===== src/rtl/lc3_pkg.sv =====
// Shared constants and types for the LC-3 memory controller: word width,
// memory-mapped device addresses and the access sequencer state encoding.
package lc3_pkg;

  localparam int unsigned WORD_W = 16;

  localparam logic [15:0] IO_BASE   = 16'hFE00;
  localparam logic [15:0] ADDR_KBSR = 16'hFE00;
  localparam logic [15:0] ADDR_KBDR = 16'hFE02;
  localparam logic [15:0] ADDR_DSR  = 16'hFE04;
  localparam logic [15:0] ADDR_DDR  = 16'hFE06;
  localparam logic [15:0] ADDR_MCR  = 16'hFFFE;

  typedef enum logic [1:0] {
    StIdle = 2'd0,
    StAcc  = 2'd1,
    StWait = 2'd2,
    StDone = 2'd3
  } state_e;

  function automatic logic is_io(input logic [15:0] addr);
    return addr >= IO_BASE;
  endfunction

endpackage


===== src/rtl/lc3_io_regs.sv =====
// LC-3 memory-mapped device registers (KBSR/KBDR/DSR/DDR/MCR) with the
// keyboard and display valid/ready handshakes.
module lc3_io_regs
  import lc3_pkg::*;
(
  input  logic              clk,
  input  logic              rst_n,
  input  logic              rd_en,
  input  logic              wr_en,
  input  logic [15:0]       addr,
  input  logic [WORD_W-1:0] wdata,
  output logic [WORD_W-1:0] rdata,
  input  logic              kb_valid,
  input  logic [7:0]        kb_data,
  output logic              kb_ready,
  output logic              dd_valid,
  output logic [7:0]        dd_data,
  input  logic              dd_ready,
  output logic              kb_irq,
  output logic              mcr_run
);

  logic       kb_full_q, kb_full_d;
  logic       kb_ie_q, kb_ie_d;
  logic [7:0] kbdr_q, kbdr_d;
  logic       dd_valid_q, dd_valid_d;
  logic [7:0] dd_data_q, dd_data_d;
  logic       mcr_run_q, mcr_run_d;

  logic sel_kbsr, sel_kbdr, sel_dsr, sel_ddr, sel_mcr;
  logic unused_wdata;

  assign sel_kbsr = (addr == ADDR_KBSR);
  assign sel_kbdr = (addr == ADDR_KBDR);
  assign sel_dsr  = (addr == ADDR_DSR);
  assign sel_ddr  = (addr == ADDR_DDR);
  assign sel_mcr  = (addr == ADDR_MCR);

  assign unused_wdata = ^wdata;

  always_comb begin
    kb_full_d  = kb_full_q;
    kb_ie_d    = kb_ie_q;
    kbdr_d     = kbdr_q;
    dd_valid_d = dd_valid_q;
    dd_data_d  = dd_data_q;
    mcr_run_d  = mcr_run_q;

    if (rd_en && sel_kbdr) kb_full_d = 1'b0;
    // Acceptance is gated on the registered full flag, so a key offered while
    // KBDR is being read waits one cycle.
    if (kb_valid && !kb_full_q) begin
      kb_full_d = 1'b1;
      kbdr_d    = kb_data;
    end
    if (wr_en && sel_kbsr) kb_ie_d = wdata[14];

    if (dd_valid_q && dd_ready) dd_valid_d = 1'b0;
    if (wr_en && sel_ddr && !dd_valid_q) begin
      dd_valid_d = 1'b1;
      dd_data_d  = wdata[7:0];
    end

    if (wr_en && sel_mcr) mcr_run_d = wdata[15];
  end

  always_comb begin
    rdata = '0;
    if (sel_kbsr)      rdata = {kb_full_q, kb_ie_q, 14'b0};
    else if (sel_kbdr) rdata = {8'h00, kbdr_q};
    else if (sel_dsr)  rdata = {!dd_valid_q, 15'b0};
    else if (sel_ddr)  rdata = {8'h00, dd_data_q};
    else if (sel_mcr)  rdata = {mcr_run_q, 15'b0};
  end

  always_ff @(posedge clk or negedge rst_n) begin
    if (!rst_n) begin
      kb_full_q  <= 1'b0;
      kb_ie_q    <= 1'b0;
      kbdr_q     <= '0;
      dd_valid_q <= 1'b0;
      dd_data_q  <= '0;
      mcr_run_q  <= 1'b1;
    end else begin
      kb_full_q  <= kb_full_d;
      kb_ie_q    <= kb_ie_d;
      kbdr_q     <= kbdr_d;
      dd_valid_q <= dd_valid_d;
      dd_data_q  <= dd_data_d;
      mcr_run_q  <= mcr_run_d;
    end
  end

  assign kb_ready = !kb_full_q;
  assign kb_irq   = kb_full_q & kb_ie_q;
  assign dd_valid = dd_valid_q;
  assign dd_data  = dd_data_q;
  assign mcr_run  = mcr_run_q;

endmodule


===== src/rtl/lc3_mem_ctrl.sv =====
// LC-3 memory controller: sequences port-A BRAM accesses around the RAM's
// registered read latency and routes the I/O page to the device registers.
module lc3_mem_ctrl
  import lc3_pkg::*;
#(
  parameter int unsigned ADDR = 12,
  parameter int unsigned DATA = 16
) (
  input  logic            clk,
  input  logic            rst_n,
  input  logic            cpu_req,
  input  logic            cpu_we,
  input  logic [15:0]     cpu_addr,
  input  logic [DATA-1:0] cpu_wdata,
  output logic [DATA-1:0] cpu_rdata,
  output logic            cpu_ready,
  output logic            bram_wr,
  output logic [ADDR-1:0] bram_addr,
  output logic [DATA-1:0] bram_din,
  input  logic [DATA-1:0] bram_dout,
  input  logic            kb_valid,
  input  logic [7:0]      kb_data,
  output logic            kb_ready,
  output logic            dd_valid,
  output logic [7:0]      dd_data,
  input  logic            dd_ready,
  output logic            kb_irq,
  output logic            mcr_run
);

  state_e          state_q, state_d;
  logic            bram_wr_q, bram_wr_d;
  logic [ADDR-1:0] bram_addr_q, bram_addr_d;
  logic [DATA-1:0] bram_din_q, bram_din_d;
  logic [DATA-1:0] rdata_q, rdata_d;
  logic            rd_q, rd_d;
  logic            io_rd, io_wr;
  logic [DATA-1:0] io_rdata;

  always_comb begin
    state_d     = state_q;
    bram_wr_d   = bram_wr_q;
    bram_addr_d = bram_addr_q;
    bram_din_d  = bram_din_q;
    rdata_d     = rdata_q;
    rd_d        = rd_q;
    io_rd       = 1'b0;
    io_wr       = 1'b0;

    unique case (state_q)
      StIdle: begin
        if (cpu_req) begin
          if (is_io(cpu_addr)) begin
            io_rd   = !cpu_we;
            io_wr   = cpu_we;
            if (!cpu_we) rdata_d = io_rdata;
            state_d = StDone;
          end else begin
            bram_addr_d = cpu_addr[ADDR-1:0];
            bram_din_d  = cpu_wdata;
            bram_wr_d   = cpu_we;
            rd_d        = !cpu_we;
            state_d     = StAcc;
          end
        end
      end
      StAcc: begin
        bram_wr_d = 1'b0;
        state_d   = StWait;
      end
      StWait: begin
        if (rd_q) rdata_d = bram_dout;
        state_d = StDone;
      end
      StDone: begin
        state_d = StIdle;
      end
      default: state_d = StIdle;
    endcase
  end

  always_ff @(posedge clk or negedge rst_n) begin
    if (!rst_n) begin
      state_q     <= StIdle;
      bram_wr_q   <= 1'b0;
      bram_addr_q <= '0;
      bram_din_q  <= '0;
      rdata_q     <= '0;
      rd_q        <= 1'b0;
    end else begin
      state_q     <= state_d;
      bram_wr_q   <= bram_wr_d;
      bram_addr_q <= bram_addr_d;
      bram_din_q  <= bram_din_d;
      rdata_q     <= rdata_d;
      rd_q        <= rd_d;
    end
  end

  assign cpu_ready = (state_q == StDone);
  assign cpu_rdata = rdata_q;
  assign bram_wr   = bram_wr_q;
  assign bram_addr = bram_addr_q;
  assign bram_din  = bram_din_q;

  lc3_io_regs u_io_regs (
    .clk      (clk),
    .rst_n    (rst_n),
    .rd_en    (io_rd),
    .wr_en    (io_wr),
    .addr     (cpu_addr),
    .wdata    (cpu_wdata),
    .rdata    (io_rdata),
    .kb_valid (kb_valid),
    .kb_data  (kb_data),
    .kb_ready (kb_ready),
    .dd_valid (dd_valid),
    .dd_data  (dd_data),
    .dd_ready (dd_ready),
    .kb_irq   (kb_irq),
    .mcr_run  (mcr_run)
  );

endmodule


===== config.mk =====
export PLATFORM = sky130hd
export DESIGN_NAME = lc3_mem_ctrl
export DESIGN_NICKNAME = d
export VERILOG_FILES = /design/src/rtl/lc3_pkg.sv /design/src/rtl/lc3_io_regs.sv /design/src/rtl/lc3_mem_ctrl.sv
export SDC_FILE = /design/constraint.sdc
export NUM_CORES = 1
export LEC_CHECK = 0
export BUFFER_PORTS_ARGS = -buffer_cell sky130_fd_sc_hd__clkbuf_2
export CAP_MARGIN = 40
export CORE_ASPECT_RATIO = 0.8
export CORE_MARGIN = 1
export CORE_UTILIZATION = 24
export DETAILED_ROUTE_END_ITERATION = 10
export GPL_ROUTABILITY_DRIVEN = 0
export SYNTH_ARGS = -nofsm -noshare
export SYNTH_HDL_FRONTEND = slang
export SYNTH_SLANG_ARGS = --single-unit

===== constraint.sdc =====
create_clock -name clk -period 3 [get_ports clk]
set_input_delay 0.15 -clock clk [delete_from_list [all_inputs] [get_ports clk]]
set_output_delay 0.15 -clock clk [all_outputs]
set_load 0.05 [all_outputs]

==> results.ini <==
[synthesis]
syn-num-nets = 312
synthCells = 246
ys_async_sr_fraction_pct = 100
yosysWarnings = 0
ys_ff_latch = 68
synth_area_per_cell_sq_um = 12.0
synth_area_leaders = dfrtp_1 (57%), mux2_2 (17%), o21ai_0 (3.2%)
post-synth-top-count-cell = dfrtp_1
yosys.area.top_type = dfrtp_1
synth-edff-count = 0
ys.flop_type = dfrtp_1
yosys.area.top_type_share_pct = 56.6
yosysUniqueCellTypes = 34
netlist_top_cells_count = dfrtp_1 (67), mux2_2 (45), nand2_1 (24)
ys_seq_area_share_pct = 57.5
syn_area_sq_mm = 0.00296

[placement]
place_hpwl_mm = 5.98
port_buffers = 119
pre_cts_ws_ns = 0.782

[clock_tree]
cts_root_buffer = clkbuf_16
clk_pin_slew_ns = 0.06
cts.htree.levels = 3
cts_buffer_depth = 2
cts_buffers = 9
clk_latency_ns = 0.33
clock-sinks = 68
tritoncts = yes

[critical_path]
ff2ff_setup_slack_ns = 0.78
timing.rr.start = state_q[0]
reg2reg_to = bram_din[11]
r2r_cells = 6
worstSetupPathType = reg -> reg
cp-endpoint = bram_din[11]
cp.required_ns = 3.21
startpoint = state_q[0]
start_kind = flop
crit_fanout = 26
end_kind = flop
critPathArrivalTime_ns = 2.43

[floorplanning]
dieWidth_microns = 126
fp-row-count = 35
die_area_sq_mm = 0.0128
die_y_microns = 101
boundaryPins = 120
initial_core_util_pct = 25.2
core_sq_mm = 0.0118

[timing]
fmax_ghz = 0.451
min_period_over_period_pct = 73.9
rsz0062_at_grt = false
tightest_slew_ns = 0.514
finalSetupTns_ns = 0
max_slew_margin_pct = 65.7
skew_ns = 0.00595
setup_viol = 0
setup_ws_ns = 0.782
report.final.hold_viol_count = 0
post-route-min-period_ns = 2.22
drv_slew = 0

[power_and_ir_drop]
ir_drop_mv = 0.552
seqPwrFrac_pct = 30.9
swShare_pct = 45.1
p_comb_share_pct = 45.5
power.internal_mw = 2.42
power.share.clock_pct = 23.6
power_density_mw_per_mm2 = 1080
p_switching_mw = 1.99
leakagePower_nw = 2.04

[finish]
fin_nets = 437
drive_gt1_share_pct = 50.3
utilization_pct = 34.6
area_growth_pct = 37.7
n_fill_cell = 1190
antenna_cells = 0

[global_routing]
grt_pass1_wl_mm = 12.7
grt_pass1_vias = 2444
grt_overflow = 0
grt_max_degree = 57
antenna_found_initial = 0
grt_usage_pct = 13.3

[drt]
wl_mm = 7.92
wl_per_cell_microns = 15.1
via_per_inst = 4.48
via_count = 2347
drt-pass1-iter-count = 4
drtIter0Drc = 50
drc = 0
ant_nets = 0

[hold_path]
hp-class = in -> reg

[job]
maxCapViolations = 0

[status]
status = complete, no violations

## metal layers
metal / global-route usage [%] / vias up / share of wire (%)
li1: - / 1117 / -
met1: 16.8 / 1142 / 47
met2: 20.8 / 80 / 46
met3: 5.71 / 8 / 6.8
met4: 3.61 / 0 / 0.97
met5: 0 / - / 0
## state kept, by name, indices dropped and copies added (netlist names)
| signal | cells |
|---|---|
| bram_addr | 12 |
| bram_din | 16 |
| bram_wr | 1 |
| cpu_rdata | 16 |
| rd_q | 1 |
| state_q | 2 |
| u_io_regs.dd_data | 8 |
| u_io_regs.dd_valid | 1 |
| u_io_regs.kb_full_q | 1 |
| u_io_regs.kb_ie_q | 1 |
| u_io_regs.kbdr_q | 8 |
| u_io_regs.mcr_run | 1 |
## worst min-delay path by stage
stage,depth (start not counted),from,to,slack [ns]
final,2,cpu_wdata[9],bram_din[9],0.06
after floorplan,0,rst_n,bram_addr[0],-0.15
after CTS,2,cpu_wdata[13],bram_din[13],0.04
after global routing,2,cpu_wdata[12],bram_din[12],0.04
after detailed placement,1,rst_n,bram_din[2],0.01
after global placement,1,rst_n,bram_din[1],0.33
## area by class of cell
class	instances	area [sq um]	area share (%)
clock buffer	12	246	6.04
clock inverter	4	48.8	1.20
inverter	9	33.8	0.828
multi-input combinational	156	1180	28.9
sequential	68	1700	41.7
tap	148	185	4.54
timing repair buffer	127	683	16.7
## layout by cell type, fill, tap and decap left out, drive strengths merged
| cell type | netlist | final |
|---|---|---|
| a21o | 1 | 1 |
| nand2 | 24 | 24 |
| o21ai | 20 | 20 |
| and4 | 1 | 1 |
| nor3b | 1 | 1 |
| nand4 | 3 | 3 |
| mux2 | 45 | 45 |
| or3 | 2 | 2 |
| dfstp | 1 | 1 |
| a31oi | 3 | 3 |
| or4 | 2 | 2 |
| nand3 | 4 | 4 |
| nor3 | 1 | 1 |
| and4b | 1 | 1 |
| clkinv | 0 | 3 |
| clkbuf | 11 | 130 |
| a32oi | 1 | 1 |
| a221oi | 1 | 1 |
| inv | 9 | 9 |
| bufinv | 0 | 1 |
| dlygate4sd3 | 0 | 2 |
| buf | 2 | 7 |
| a21oi | 4 | 4 |
| dfrtp | 67 | 67 |
| ha | 4 | 4 |
| and3 | 1 | 1 |
| and2 | 2 | 2 |
| a22oi | 8 | 8 |
| mux2i | 9 | 9 |
| nor2 | 14 | 14 |
| nor2b | 1 | 1 |
| nor4 | 3 | 3 |
## timing repair
item                                    CTS  global route
endpoints found under the hold margin    68             0
endpoints found under the setup margin    0             0
hold buffers                              2             0
resized for setup                         0             0
buffers inserted                          0             0
## stage by stage
step	hold WS (ns)	cells	cell area (sq um)	power [mW]
floorplan	-0.146	246	2960	2.88
global placement	0.327	504	3730	3.35
detailed placement	0.0134	506	3760	3.41
CTS	0.0424	524	4080	4.48
global route	0.0390	524	4080	4.68
finish	0.0555	524	4080	4.41
## logic make-up (layout without fill, tap and decap cells)
logic type / after synthesis / count (layout) / synth area share, %
adders and majority gates: 4 / 4 / 1.69
AOI/OAI and AO/OA: 38 / 38 / 7.56
buffers and inverters: 22 / 152 / 2.83
muxes: 54 / 54 / 20.1
DFF: 68 / 68 / 57.5
and+or+nand+nor: 60 / 60 / 10.3
## worst max-delay path, stage by stage, from the launching register on
cell	delay, ns
dfrtp_1	0.40
inv_1	0.11
ha_1	0.32
inv_1	0.10
or3_1	0.54
buf_4	0.32
mux2_2	0.31
## power groups by stage
stage / Combinational, mW / Clock, mW / Sequential [mW]
global route: 2.15 / 1.12 / 1.40
global placement: 2.00 / 0 / 1.36
finish: 2.01 / 1.04 / 1.36
floorplan: 0.634 / 0 / 2.24
detailed placement: 2.03 / 0 / 1.38
CTS: 2.03 / 1.08 / 1.37
(Power assumes the default switching activity.)
